<file path="src/rtl/instr_sequencer.sv">
// rtl/instr_sequencer.sv - program memory, PC and one-at-a-time issue/wait sequencer
// Optional WAIT-state watchdog enabled by defining SEQ_WATCHDOG_EN.
module instr_sequencer #(
   parameter int PROG_DEPTH  = 32,
   parameter int PC_W        = 5,
   parameter int WDOG_CYCLES = 16
) (
   input  logic            clk,
   input  logic            rst_n,
   input  logic            load_en,
   input  logic [PC_W-1:0] load_addr,
   input  logic [31:0]     load_data,
   input  logic            start,
   output logic            issue_valid,
   output logic [31:0]     issue_instr,
   input  logic            issue_ready,
   input  logic            exec_done,
   input  logic            branch_taken,
   output logic [PC_W-1:0] pc,
   output logic            busy,
   output logic            halted,
   output logic [15:0]     retired_count,
   output logic            wdog_err
);

   localparam logic [2:0] ST_IDLE  = 3'd0;
   localparam logic [2:0] ST_FETCH = 3'd1;
   localparam logic [2:0] ST_ISSUE = 3'd2;
   localparam logic [2:0] ST_WAIT  = 3'd3;
   localparam logic [2:0] ST_HALT  = 3'd4;

   localparam logic [4:0] OP_HALT = 5'b00001;
   localparam logic [4:0] OP_JUMP = 5'b10110;

   logic [31:0]     mem [PROG_DEPTH];

   logic [2:0]      state_q,   state_d;
   logic [PC_W-1:0] pc_q,      pc_d;
   logic [31:0]     instr_q,   instr_d;
   logic [15:0]     retired_q, retired_d;

   logic            is_halt;
   logic            is_jump;
   logic            can_load;
   logic [PC_W-1:0] pc_seq;
   logic [PC_W-1:0] pc_rel;

   assign is_halt  = (instr_q[31:27] == OP_HALT);
   assign is_jump  = (instr_q[31:27] == OP_JUMP);
   assign can_load = (state_q == ST_IDLE) || (state_q == ST_HALT);
   // PC_W-bit arithmetic gives the modulo-PROG_DEPTH wrap for free
   assign pc_seq   = pc_q + PC_W'(1);
   assign pc_rel   = pc_q + PC_W'(1) + instr_q[PC_W-1:0];

`ifdef SEQ_WATCHDOG_EN
   localparam int WDOG_W = $clog2(WDOG_CYCLES + 1);

   logic [WDOG_W-1:0] wdog_cnt_q, wdog_cnt_d;
   logic              wdog_err_q, wdog_err_d;
   logic              wdog_expire;

   assign wdog_cnt_d  = (state_q == ST_WAIT) ? wdog_cnt_q + WDOG_W'(1) : '0;
   assign wdog_expire = (wdog_cnt_q == WDOG_W'(WDOG_CYCLES - 1));
   assign wdog_err    = wdog_err_q;
`else
   // never true; keeps the watchdog parameter referenced in this build
   assign wdog_err = (WDOG_CYCLES < 0);
`endif

   always_comb begin
      state_d   = state_q;
      pc_d      = pc_q;
      instr_d   = instr_q;
      retired_d = retired_q;
`ifdef SEQ_WATCHDOG_EN
      wdog_err_d = wdog_err_q;
`endif
      case (state_q)
         ST_IDLE, ST_HALT: begin
            if (start) begin
               state_d   = ST_FETCH;
               pc_d      = '0;
               retired_d = '0;
`ifdef SEQ_WATCHDOG_EN
               wdog_err_d = 1'b0;
`endif
            end
         end
         ST_FETCH: begin
            instr_d = mem[pc_q];
            state_d = ST_ISSUE;
         end
         ST_ISSUE: begin
            if (is_halt) begin
               state_d = ST_HALT;
            end else if (issue_ready) begin
               state_d = ST_WAIT;
            end
         end
         ST_WAIT: begin
            if (exec_done) begin
               state_d = ST_FETCH;
               pc_d    = (is_jump || branch_taken) ? pc_rel : pc_seq;
               if (retired_q != 16'hFFFF) begin
                  retired_d = retired_q + 16'd1;
               end
            end
`ifdef SEQ_WATCHDOG_EN
            else if (wdog_expire) begin
               state_d    = ST_HALT;
               wdog_err_d = 1'b1;
            end
`endif
         end
         default: state_d = ST_IDLE;
      endcase
   end

   always_ff @(posedge clk or negedge rst_n) begin
      if (!rst_n) begin
         state_q   <= ST_IDLE;
         pc_q      <= '0;
         instr_q   <= '0;
         retired_q <= '0;
      end else begin
         state_q   <= state_d;
         pc_q      <= pc_d;
         instr_q   <= instr_d;
         retired_q <= retired_d;
      end
   end

`ifdef SEQ_WATCHDOG_EN
   always_ff @(posedge clk or negedge rst_n) begin
      if (!rst_n) begin
         wdog_cnt_q <= '0;
         wdog_err_q <= 1'b0;
      end else begin
         wdog_cnt_q <= wdog_cnt_d;
         wdog_err_q <= wdog_err_d;
      end
   end
`endif

   always_ff @(posedge clk) begin
      if (load_en && can_load) begin
         mem[load_addr] <= load_data;
      end
   end

   assign issue_valid   = (state_q == ST_ISSUE) && !is_halt;
   assign issue_instr   = instr_q;
   assign pc            = pc_q;
   assign busy          = (state_q == ST_FETCH) || (state_q == ST_ISSUE) || (state_q == ST_WAIT);
   assign halted        = (state_q == ST_HALT);
   assign retired_count = retired_q;

endmodule

</file>
<file path="config.mk">
export PLATFORM = sky130hd
export DESIGN_NAME = instr_sequencer
export DESIGN_NICKNAME = d
export VERILOG_FILES = /design/src/rtl/instr_sequencer.sv
export SDC_FILE = /design/constraint.sdc
export NUM_CORES = 1
export LEC_CHECK = 0
export CAP_MARGIN = 20
export CORE_ASPECT_RATIO = 1.2
export CORE_MARGIN = 3
export CORE_UTILIZATION = 49
export DETAILED_ROUTE_END_ITERATION = 12
export HOLD_SLACK_MARGIN = 0.06
export PLACE_DENSITY = 0.68
export SYNTH_ARGS = -nofsm -noshare
export SYNTH_HDL_FRONTEND = slang
export SYNTH_SLANG_ARGS = --single-unit
</file>
<file path="constraint.sdc">
create_clock -name clk -period 3.2 [get_ports clk]
set_input_delay 0.32 -clock clk [delete_from_list [all_inputs] [get_ports clk]]
set_output_delay 0.32 -clock clk [all_outputs]
set_load 0.005 [all_outputs]
</file>
==> Word level (Yosys, flattened, before mapping) <==
Memories as Yosys holds them, arrays and structs flattened. A register that Yosys moved wholly into a read port is not among the register bits.
Cells that the tools add are included.
Widths: inputs -> output; s select.
{ "classes": {"addsub": 3, "n_eq_ne": 11, "n_mux": 15, "reduce_logical": 14} }
{ "ops": {"columns": ["cell", "n"], "rows": [
  ["$mux 16", 3],
  ["$pmux 16 s2", 1],
  ["$add 16x1->16 const B", 1],
  ["$ne 16x16->1 const B", 1],
  ["$mux 5", 3],
  ["$mux 3", 4],
  ["$pmux 3 s4", 1],
  ["$pmux 5 s2", 1],
  ["$eq 3x2->1 const B", 2],
  ["$ne 2x2->1 const B", 3],
  ["$reduce_and 3->1", 2],
  ["$add 5x1->5 const B", 1],
  ["$add 5x5->5", 1],
  ["$eq 5x1->1 const B", 1],
  ["$eq 5x5->1 const B", 1],
  ["$logic_or 1x1->1", 4],
  ["$reduce_and 4->1", 1],
  ["$eq 3x1->1 const B", 1],
  ["$eq 3x3->1 const B", 1],
  ["$logic_not 3->1", 1],
  ["$ne 3x3->1 const B", 1],
  ["$logic_and 1x1->1", 2],
  ["$logic_not 1->1", 2],
  ["$mux 1", 2],
  ["2 further kinds", 2]
]} }
{ "totals": {"register_bits": 24, "mem_bits_rw": 1024, "output_inout_bits": 57, "word_cells": 47, "n_memories": 1} }
{ "mem_list": {"columns": ["name", "depth", "width", "read_ports", "rd_clocked_by_memory_dff", "wr", "line_no", "rtl"], "rows": [
  ["mem", 32, 32, 1, 1, 1, "35", "logic [31:0] mem [PROG_DEPTH];"]
]} }

==> Longest topological paths before layout <==
Gate-level depths: netlist of the first run.
{ "depth": {"depth_word": 5, "ltp_mapped": 12, "depth_no_buf": 8} }

==> Least setup slack after synthesis of the first run <==
No wires, ideal clock.
{ "synth_path": {"path_kind": "reg2reg", "start": "register state_q[0]", "end": "memory mem[12][0] (enable)", "setup_time_ps": 421, "arrival_ps": 2655, "required_ps": 2779, "path_slack_ps": 124, "stages_incl_launch_ff": 7, "n_path_buf": 2, "synth_period_minus_slack_ps": 3076, "path_cell_list": "dfrtp_1 -> buf_2 -> nor2_1 -> nand2_1 -> or3_1 -> clkbuf_1 -> nor2_1"} }
{ "synth_via": {"elab_chain_cells": 5} }
{ "synth_rtl": {"columns": ["element", "line_no", "rtl"], "rows": [
  ["start, declared", "37", "logic [2:0] state_q, state_d;"],
  ["start signal, assigned", "126", "state_q <= state_d;"],
  ["$eq 3x3->1 / $logic_not 3->1 (equally long branches)", "50", "assign can_load = (state_q == ST_IDLE) || (state_q == ST_HALT);"],
  ["$logic_or 1x1->1 (*)", "50", null],
  ["$logic_and 1x1->1 (*)", "146", "if (load_en && can_load) begin"],
  ["$mux 1 (*)", "146", null],
  ["$mux 1 (implied by the code) (*)", "147", "mem[load_addr] <= load_data;"],
  ["end, declared", "35", null]
]} }
Mark *: on every way between the ends. The rest lies on a longest branch, timed or not.

==> Worst setup path in the final report of the first run <==
{ "layout_path": {"start": "register pc_q[3] (netlist: pc[3])", "end": "output pc[3]"} }
{ "layout_rtl": {"columns": ["element", "line_no", "rtl"], "rows": [
  ["start, declared", "38", "logic [PC_W-1:0] pc_q, pc_d;"],
  ["start signal, assigned", "127", "pc_q <= pc_d;"],
  ["end, declared", "19", "output logic [PC_W-1:0] pc,"]
]} }
No word-level cell between the ends.

==> results_dict.tcl, run 1 <==
set metrics [dict create \
    status "completed" \
    grt_pass1_vias 21900 \
    relSlewSlack_pct 27.1 \
    antenna_left 0 \
    r2r_start "pc[1]" \
    drt_first_iter_violations 2574 \
    synth_common_cells "edfxtp_1, mux4_2, mux2i_1" \
    clkLatencyLatePin_ps 700 \
    area_growth_pct 17.9 \
    start_util_pct 49.7 \
    routed_wl_um 106000 \
    arrival_ps 2440 \
    place.gp.congestion 0.785 \
    ys_ff_latch 1080 \
    cts_root_buf "clkbuf_16" \
    grt_pass1_wl_um 154000 \
    drv_cap 0 \
    fin_setup_tns_ps 0 \
    antenna_found_initial 2 \
    synth_top_area_cell "edfxtp_1" \
    synthFlopType "edfxtp_1" \
    core.rowCount 116 \
    powerDensity_nw_per_um2 768 \
    postSynthAreaPerCell_um2 20.8 \
    synth_fp_nets 2060 \
    hold_violations 0 \
    design.core.area_um2 84000 \
    critPathKind "reg2out" \
    cpPeakStageDelay_ps 700 \
    worst_slew_pin_slew_ps 1090 \
    final_area_um2 49300 \
    reg2reg_slack_ps 540 \
    ys_warn_count 0 \
    reg2reg_depth 7 \
    drc 0 \
    fmax_mhz 362 \
    cts.sinks 1080 \
    netlist.area_leader.share_pct 73.6 \
    drv_slew 0 \
    cts_buffer_depth 3 \
    final_nets 2278 \
    synth_area_um2 41800 \
    placed_cell_area_um2 45300 \
    fin_crit_ps 2760 \
    firstDrtPassIters 5 \
    die_h_um 326 \
    min_path_type "in2async" \
    ys_types 58 \
    p_leak_nw 15.6 \
    cp_data_required_time_ps 2880 \
    cts_resized 0 \
    cp_cell_sequence "buf_4 -> clkdlybuf4s50_1" \
    wl_per_cell_um 30.9 \
    vdd_drop_max_v 0.000538 \
    synth_cells 2009 \
    dieArea_um2 88800 \
    port_buffers 99 \
    finalClockSkew_ps 42.7 \
    fp.dieW_um 273 \
    synth_edf_count 1024 \
    synthArstFlopShare_pct 5.19 \
    rsz0062_at_grt "no" \
    yosys.cell_count.top_type "edfxtp_1" \
    worst_setup_hold_path_clk_slew_ps 60 \
    drive_gt1_share_pct 24.6 \
    cts_buffers 102 \
    synth_top_cells_by_area "edfxtp_1, mux4_2, dfrtp_1" \
    grtUsageTotal_pct 24.2 \
    r2r_end "issue_instr[4]" \
    endpoint_kind "output port" \
    hpwl_um 58900 \
    yosysSeqAreaShare_pct 76.9 \
    overflow 0 \
    setup_viol 0 \
    path_max_fanout 24 \
    io_pins 101 \
    via_count 21500 \
    grt_start_max_net_pins 69 \
    htreeDepth 3 \
    crit_slowest_cell "dfrtp_4" \
    viasPerCell 6.26 \
    cts_tree "done" \
    min_period_over_period_pct 86.2 \
    start_kind "flop" \
]
==> registers in the layout, summed over array words and instances, names as in the netlist <==
signal,cells
pc,5
mem,1024
state_q,3
issue_instr,32
retired_count,16
==> worst max-delay path, delay by kind of cell (launching register included) <==
kind | cells | cell delay [ps]
buf+inv | 2 | 1050
flops | 1 | 700
==> layout make-up <==
type,instances,area [um^2]
Multi-Input combinational cell,807,9260
Inverter,5,18.8
Clock buffer,136,2820
Fill cell,5874,34800
Antenna cell,2,5.00
Clock inverter,58,870
Sequential cell,1080,32200
Tap cell,1121,1400
Timing Repair Buffer,231,2710
==> metal layers <==
layer	GRT usage [%]	wire, um
met1	34.2	42500
met5	0	0
met4	6.81	2680
met2	38.9	51800
met3	4.55	9230
==> metrics by stage <==
step / util, % / setup slack, ps / power, mW / cells / hold WS (ps)
finish: 58.6 / 440 / 37.8 / 3440 / 96.3
floorplan: - / 124 / 21.8 / 2009 / 24.4
global placement: 53.9 / 508 / 25.0 / 3232 / 469
CTS: 58.3 / 447 / 38.0 / 3427 / 264
global route: 58.6 / 380 / 39.2 / 3438 / 124
detailed placement: 53.9 / 531 / 25.1 / 3232 / 476
==> what timing repair did <==
action / 4_1_cts / 5_1_grt
setup buffers: 0 / 0
hold endpoints to repair: 56 / 0
hold buffers: 1 / 0
endpoints found under the setup margin: 0 / 0
==> how the worst max path moves through the flow <==
stage                          start             end  cells past startpoint
after CTS                      pc[3]           pc[3]                      2
final                          pc[3]           pc[3]                      2
after global placement         pc[0]  issue_instr[1]                      7
after floorplan           state_q[0]      mem[12][0]                      6
after detailed placement       pc[0]  issue_instr[1]                      7
after global routing           pc[0]  issue_instr[1]                      7
==> cells by family after synthesis <==
logic type | count (synthesis) | share of synthesized area, %
mux | 292 | 13.7
compound gates | 295 | 4.92
xor+xnor | 11 | 0.231
other cells | 1 | 0.00897
flops | 1080 | 76.9
buf+inv | 122 | 1.55
simple gates | 201 | 2.42
fa+ha+maj | 7 | 0.228
==> placed cells by master (no fill, tap or decap), types with 5 or more instances in the layout <==
cell type,n
nand3_1,11
a21o_1,16
buf_16,5
clkbuf_8,14
clkinv_1,12
nor2_4,33
nor3_1,6
ha_1,6
o21ai_0,29
o31a_1,17
clkdlybuf4s50_1,98
a21oi_1,43
o221ai_1,32
buf_12,42
mux4_2,224
nand2_1,55
clkbuf_1,20
edfxtp_1,1024
mux2i_1,68
buf_4,79
a31oi_1,16
nand3b_1,5
a211o_1,13
bufinv_16,18
o21ai_1,33
clkinv_2,14
nor2_1,21
clkbuf_16,108
xnor2_1,7
a211oi_1,17
and2_1,33
dfrtp_1,51
o31ai_1,5
a22oi_1,31
a22o_1,34
==> where the power goes <==
group,switching (mW),internal [mW]
sequential,0.510,15.8
clock,5.29,7.72
combinational,4.47,4.01
total,10.3,27.6
No activity file was read; power rests on OpenSTA's default activity.
==> run 2, diff against run 1 <==
CELL_PAD_IN_SITES_DETAIL_PLACEMENT = 0   (was unset)
CELL_PAD_IN_SITES_GLOBAL_PLACEMENT = 2   (was unset)
CORE_UTILIZATION = 44   (was 49)
HOLD_SLACK_MARGIN = unset   (was 0.06)
PLACE_DENSITY = unset   (was 0.68)
PLACE_DENSITY_LB_ADDON = 0.1   (was unset)
==> results_dict.tcl, run 2 (synthesis results as in run 1) <==
set metrics [dict create \
    status "completed" \
    final_nets 2282 \
    cts_root_buf "clkbuf_16" \
    worst_slew_pin_slew_ps 1080 \
    path_max_fanout 69 \
    antenna_left 0 \
    antenna_found_initial 3 \
    min_period_over_period_pct 86.7 \
    drive_gt1_share_pct 24.2 \
    viasPerCell 5.85 \
    hold_violations 0 \
    start_kind "flop" \
    top_register "mem" \
    cts_resized 0 \
    fp.dieW_um 287 \
    r2r_start "state_q[1]" \
    hpwl_um 65100 \
    start_util_pct 44.4 \
    vdd_drop_max_v 0.000430 \
    cpPeakStageDelay_ps 620 \
    p_leak_nw 15.5 \
    min_path_type "in2async" \
    fin_hold_ws_ps 126 \
    io_pins 101 \
    cts_buffers 106 \
    dr_wl_met2_um 59200 \
    design.core.area_um2 94000 \
    cts_buffer_depth 3 \
    final_cell_mix "edfxtp_1, mux4_2, clkbuf_16" \
    reg2reg_slack_ps 560 \
    cp_top_family "buffers and inverters" \
    fin_setup_tns_ps 0 \
    drc 0 \
    fmax_mhz 361 \
    clkLatencyLatePin_ps 670 \
    final_common_cell "edfxtp_1" \
    top_layer "met4" \
    pre_cts_ws_ps 534 \
    n_antenna_cell 0 \
    port_buffers 99 \
    critPathKind "reg2out" \
    setup_viol 0 \
    r2r_end "mem[0][28]" \
    wl_per_cell_um 31.5 \
    cts.sinks 1080 \
    overflow 0 \
    via_count 20900 \
    dieArea_um2 98700 \
    placed_cell_area_um2 45300 \
    cts_setup_buffers 0 \
    relSlewSlack_pct 27.8 \
    firstDrtPassIters 5 \
    finalClockSkew_ps 18.2 \
    drv_cap 0 \
    layout_setup_ws_ps 426 \
    arrival_ps 2450 \
    crit_slowest_cell "dfrtp_4" \
    area_growth_pct 17.5 \
    reg2reg_depth 5 \
    powerDensity_nw_per_um2 754 \
    cts_tree "done" \
    total_power_mw 37.0 \
    htreeDepth 3 \
    largest_reg_flops 1024 \
    cp_data_required_time_ps 2880 \
    worst-path-buf-inv 2 \
    grt_pass1_vias 22100 \
    drt_first_iter_violations 1790 \
    die_h_um 344 \
    worst_setup_hold_path_clk_slew_ps 70 \
    fin_crit_ps 2770 \
    endpoint_kind "output port" \
    cp_cell_sequence "buf_12 -> clkdlybuf4s50_1" \
    grtUsageTotal_pct 23.2 \
    core.rowCount 123 \
    rsz0062_at_grt "no" \
    routed_wl_um 113000 \
    grt_pass1_wl_um 162000 \
    dr_wl_met3_um 4710 \
    final_area_um2 49100 \
    place.gp.congestion 0.769 \
    drt-met1-wl_um 45700 \
    grt_start_max_net_pins 70 \
    drv_slew 0 \
]
## run 2: changes by cell type in the layout (fill, tap and decap cells not counted), moves of 2 or more
cell / delta
clkinv_1: +12
bufinv_16: -8
clkbuf_8: -11
clkinv_16: -3
buf_12: -7
clkinv_4: -2
buf_4: +2
clkbuf_16: +3
buf_16: +3
clkinv_2: +8
buf_8: +5
diode_2: -2
## run 2: stage by stage
step                      instances  utilization [%]
after floorplan                2009                -
after global placement         3356             48.2
after detailed placement       3356             48.2
after CTS                      3554             51.8
after global routing           3570             52.2
final                          3570             52.2
## run 2: worst max path at each step
stage,cells after the start,end,start
after floorplan,6,mem[12][0],state_q[0]
after global placement,6,issue_instr[9],pc[0]
after detailed placement,6,issue_instr[19],pc[0]
after CTS,2,pc[0],pc[0]
after global routing,2,pc[0],pc[0]
final,2,pc[0],pc[0]
## run 2: routing by layer
metal  global-route usage, %  up-vias
met5                       0        -
met4                    6.72        0
met3                    3.07      148
met2                    41.1      489
met1                    30.2    11400
li1                        -     8856
## run 2: what timing repair did
item / in CTS / in global routing
hold buffers: 1 / 0
endpoints found under the hold margin: 56 / 0
setup endpoints to repair: 0 / 0
## run 2: where the power goes
part / total (mW) / leakage [nW] / internal (mW) / switching, mW
sequential: 16.4 / 9.93 / 15.8 / 0.610
clock: 12.3 / 1.68 / 7.05 / 5.24
combinational: 8.27 / 3.88 / 3.91 / 4.35
## run 2: cell type report
class,count,area (um^2)
Clock buffer,131,2820
Inverter,5,18.8
Sequential cell,1080,32200
Multi-Input combinational cell,807,9260
Clock inverter,66,602
Timing Repair Buffer,231,2670
Tap cell,1250,1560
Fill cell,7428,44900
==> run 3, diff against run 2 <==
CORE_MARGIN = 2   (was 3)
CORE_UTILIZATION = 30   (was 44)
RECOVER_POWER = 50   (was unset)
==> results_dict.tcl, run 3 (synthesis results as in run 1) <==
set metrics [dict create \
    status "finished, violations left" \
    violations "max-capacitance violations, max-slew violations" \
    vdd_drop_max_v 0.000476 \
    grt_start_max_net_pins 41 \
    rsz0062_at_grt "no" \
    grt_pass1_vias 22500 \
    p_leak_nw 15.6 \
    total_power_mw 38.1 \
    final_nets 2319 \
    viasPerCell 5.01 \
    overflow 0 \
    area_growth_pct 19.6 \
    cts_buffers 114 \
    powerDensity_nw_per_um2 762 \
    firstDrtPassIters 5 \
    via_count 21000 \
    clkLatencyLatePin_ps 730 \
    fp.dieW_um 345 \
    cts_buffer_depth 3 \
    dieArea_um2 142000 \
    antenna_found_initial 9 \
    io_pins 101 \
    cts_resized 0 \
    htreeDepth 3 \
    drive_gt1_share_pct 24.5 \
    drt_first_iter_violations 1607 \
    cts.sinks 1080 \
    min_period_over_period_pct 90.5 \
    fin_util_pct 36.0 \
    start_util_pct 30.1 \
    wl_per_cell_um 30.8 \
    worst_setup_hold_path_clk_slew_ps 60 \
    final.fill_count 12800 \
    cts_tree "done" \
    fin_crit_ps 2890 \
    final_cell_mix "edfxtp_1, mux4_2, clkbuf_16" \
    setup_viol 0 \
    cts_root_buf "clkbuf_16" \
    final_common_cell "edfxtp_1" \
    place.gp.congestion 0.718 \
    register_area_um2 32200 \
    drv_slew 138 \
    antenna_left 0 \
    critPathKind "reg2reg" \
    drv_cap 4 \
    multi_input_area_um2 9250 \
    hpwl_um 76300 \
    top_register "mem" \
    relSlewSlack_pct -11.8 \
    placed_cells 3965 \
    routed_wl_um 129000 \
    final_cell_count_no_fill 4194 \
    fmax_mhz 345 \
    endpoint_kind "flop" \
    grt_pass1_wl_um 181000 \
    arrival_ps 3230 \
    largest_reg_flops 1024 \
    core.rowCount 150 \
    path_max_fanout 18 \
    port_buffers 99 \
    design.core.area_um2 139000 \
    min_path_type "in2reg" \
    fin_setup_tns_ps 0 \
    die_h_um 413 \
    drc 0 \
    grtUsageTotal_pct 18.3 \
    hold_violations 0 \
    finalClockSkew_ps 23.4 \
    worst_slew_pin_slew_ps 1680 \
    start_kind "flop" \
    cp_data_required_time_ps 3540 \
]
run 3: cell types whose count changed in the layout (fill, tap and decap cells not counted), sizes merged:
cell           previous run  this run
clkbuf                  134       174
clkinv                   48        55
dlygate4sd3               1        47
inv                       9        10
diode                     0         3
buf                     129       130
clkdlybuf4s50            98        52
bufinv                   10         8
run 3: metrics by stage:
step           hold WS (ps)  setup slack, ps  cell area, um^2
2_1_floorplan          24.4              124            41800
3_3_place_gp            461              422            46300
3_5_place_dp            443              414            46300
4_1_cts                 196              347            50000
5_1_grt                 273              171            49900
6_report                262              305            50000
run 3: per-layer routing:
layer / track usage, % / part of all wire [%]
met5: 0 / 0.031
met1: 23.9 / 43
met4: 4.29 / 1.7
met2: 32.1 / 51
met3: 2.76 / 3.9
run 3: worst paths after layout:
kind	from	end	slack, ps	depth (start not counted)
min in group asynchronous	rst_n	state_q[0]	510	2
setup reg to reg	state_q[1]	mem[19][31]	310	5
max in group asynchronous	rst_n	issue_instr[18]	1060	3
setup / recovery	state_q[1]	mem[19][31]	310	5
hold reg to reg	issue_instr[16]	issue_instr[16]	490	2
hold / removal	issue_ready	state_q[0]	260	3
run 3: power breakdown:
group	internal, mW	switching [mW]
Clock	7.44	5.62
Combinational	3.92	4.60
Sequential	15.8	0.659
Total	27.2	10.9
run 3: worst max-delay path: stages (launching register included):
cell,delay [ps]
dfrtp_1,500
nor2_1,260
nand4_1,210
clkbuf_1,440
nor2_1,300
clkbuf_2,770
run 3: cell type report:
| type | count | share of cell area, % |
|---|---|---|
| Timing Repair Buffer | 260 | 5.10 |
| Tap cell | 1824 | 4.57 |
| Multi-Input combinational cell | 807 | 18.5 |
| Sequential cell | 1080 | 64.4 |
| Clock inverter | 72 | 1.20 |
| Inverter | 5 | 0.0376 |
| Antenna cell | 3 | 0.0150 |
| Clock buffer | 143 | 6.15 |
run 3: what timing repair did:
action / CTS / global route
hold buffers: 1 / 0
hold endpoints to repair: 36 / 0
setup buffers: 0 / 0
endpoints found under the setup margin: 0 / 0
==> RTL change: new RTL, settings of run 3 <==
Put one more register stage on the output `retired_count`, with the module's reset. The value now appears one clock later. The other outputs are not delayed to match.
--- a/src/rtl/instr_sequencer.sv
+++ b/src/rtl/instr_sequencer.sv
@@ -153,7 +153,13 @@
    assign pc            = pc_q;
    assign busy          = (state_q == ST_FETCH) || (state_q == ST_ISSUE) || (state_q == ST_WAIT);
    assign halted        = (state_q == ST_HALT);
-   assign retired_count = retired_q;
+   always_ff @(posedge clk or negedge rst_n) begin
+      if (!rst_n) begin
+         retired_count <= '0;
+      end else begin
+         retired_count <= retired_q;
+      end
+   end
 
 endmodule
 
Function: same outputs for any inputs over 4 cycles, from zero or initial values and one cycle with rst_n low; that may be too few to reach the edited logic, so the function may still have changed.
==> RTL change against run 3 <==
The run still ends with max-capacitance violations, max-slew violations left. Area after synthesis increased by 0.91%. Final area up 1.9%. Power is 5.2% higher. Critical path depth is 1 lower. Wire length up 4.2%. Sequential cell count up 16. Clock skew rose by 0.0060 ns. Setup slack got worse by 0.14 ns. Largest cell class unchanged. Largest power group unchanged.
==> RTL change: results (changes against run 3) <==
logic_synthesis:
  synthTopCellsByArea: "edfxtp_1 73%, mux4_2 12%, dfrtp_1 4.3%"
  synth_nets: 2085  # +1.2%
  yosysSeqAreaShare_pct: 77.2  # +0.25 points
  synth_compound_area_share_pct: 4.95  # +0.027 points
  synthArstFlopShare_pct: 6.57  # +1.4 points
  ys_ff_latch: 1096  # +1.5%
  synthMuxAreaShare_pct: 13.6  # -0.12 points
  yosysUniqueCellTypes: 55  # -5.2%
timing:
  finalClockSkew_ns: 0.0293  # +0.00596 ns
  final_max_slew_viol_count: 129  # -6.5%
  slew_headroom_pct: -82.0  # -70 points
placement:
  post-dp-hpwl_microns: 76700  # +0.55%
  placed_cell_area_sq_um: 47000  # +1.4%
  gp_congestion: 0.737  # +2.6%
finish:
  clock_buffers: 145  # +1.4%
  buf_share_pct: 5.80  # +0.69 points
  seq_share_pct: 64.0  # -0.42 points
  fin_nets: 2356  # +1.6%
  multi_input_cells: 811  # +0.50%
  n_antenna_cell: 0  # -3
  buffers: 275  # +5.8%
  multi_input_area_sq_um: 9230  # -0.27%
status:
  status: "finished with violations"
  violations: "max-capacitance violations, max-slew violations"
global_route:
  use_met2_pct: 31.6  # -0.47 points
  grt_pass1_wl_microns: 186000  # +3.1%
  grt_use_met3_pct: 2.21  # -0.55 points
  grt_pass1_vias: 22593  # +0.36%
  grt_antenna_before_repair: 7  # -2
drt:
  post_drt_wl_per_cell_microns: 31.8  # +3.4%
  routed-wl-met3_microns: 5220  # +5.0%
  met2_length_microns: 66900  # +0.79%
  wl_met1_microns: 59200  # +6.8%
  vias_per_cell: 5.11  # +1.9%
setup_path:
  cp-endpoint: "halted"
  rr_startpoint: "state_q[0]"
  critPathMaxFanout: 12  # -6
  startpoint: "state_q[0]"
  cp_data_arrival_time_ns: 2.71  # -0.52 ns
  r2r_slack_ns: 0.39  # +0.08 ns
  rr_endpoint: "mem[0][9]"
power:
  p_sw_uw: 11600  # +6.7%
  pg_comb_uw: 9740  # +14%
  peakVddDrop_uv: 509  # +6.8%
job:
  cap_violations: 5  # +1
## RTL change: cell types whose count changed in the layout (fill, tap and decap cells not counted), moves of 6 or more
cell | run 3 | this run
bufinv_16 | 8 | 15
dlygate4sd3_1 | 47 | 41
nand3b_1 | 5 | 11
buf_12 | 37 | 59
o21ai_0 | 29 | 42
a211o_1 | 13 | 6
clkdlybuf4s50_1 | 52 | 58
nand2_1 | 55 | 69
clkinv_1 | 23 | 15
dfrtp_1 | 51 | 67
## RTL change: logic make-up (layout without fill, tap and decap cells)
family | after synthesis | in the layout
flip-flops | 1096 | 1096
AO/OA/AOI/OAI | 303 | 303
multiplexers | 292 | 292
AND/OR/NAND/NOR | 203 | 203
buffers and inverters | 127 | 498
adder cells (fa/ha/maj) | 7 | 7
XOR/XNOR | 5 | 5
other | 1 | 1
## RTL change: per-stage QoR
stage                     cells  hold slack (ns)  util, %  setup slack [ns]  power, uW
after global routing       4229            0.227     36.5            0.0795      41700
after floorplan            2034           0.0244        -            0.0682      22300
final                      4229            0.243     36.5             0.170      40100
after detailed placement   3994            0.378     33.7             0.315      27000
after global placement     3994            0.400     33.7             0.322      27000
after CTS                  4213            0.116     36.5            0.0229      40800
## RTL change: worst max-delay path, stage by stage, from the launching register on
cell and delay (ns):
dfrtp_1 0.50, nor2_1 0.53, buf_4 0.30, and2_1 0.15, clkdlybuf4s50_1 0.50
## RTL change: worst min path at each step
| stage | end | slack, ns | depth (start not counted) |
|---|---|---|---|
| finish | state_q[0] | 0.24 | 3 |
| global route | state_q[0] | 0.23 | 3 |
| detailed placement | retired_count[13] | 0.38 | 1 |
| global placement | state_q[2] | 0.40 | 1 |
| CTS | retired_count[13] | 0.12 | 2 |
| floorplan | issue_instr[0] | 0.02 | 0 |
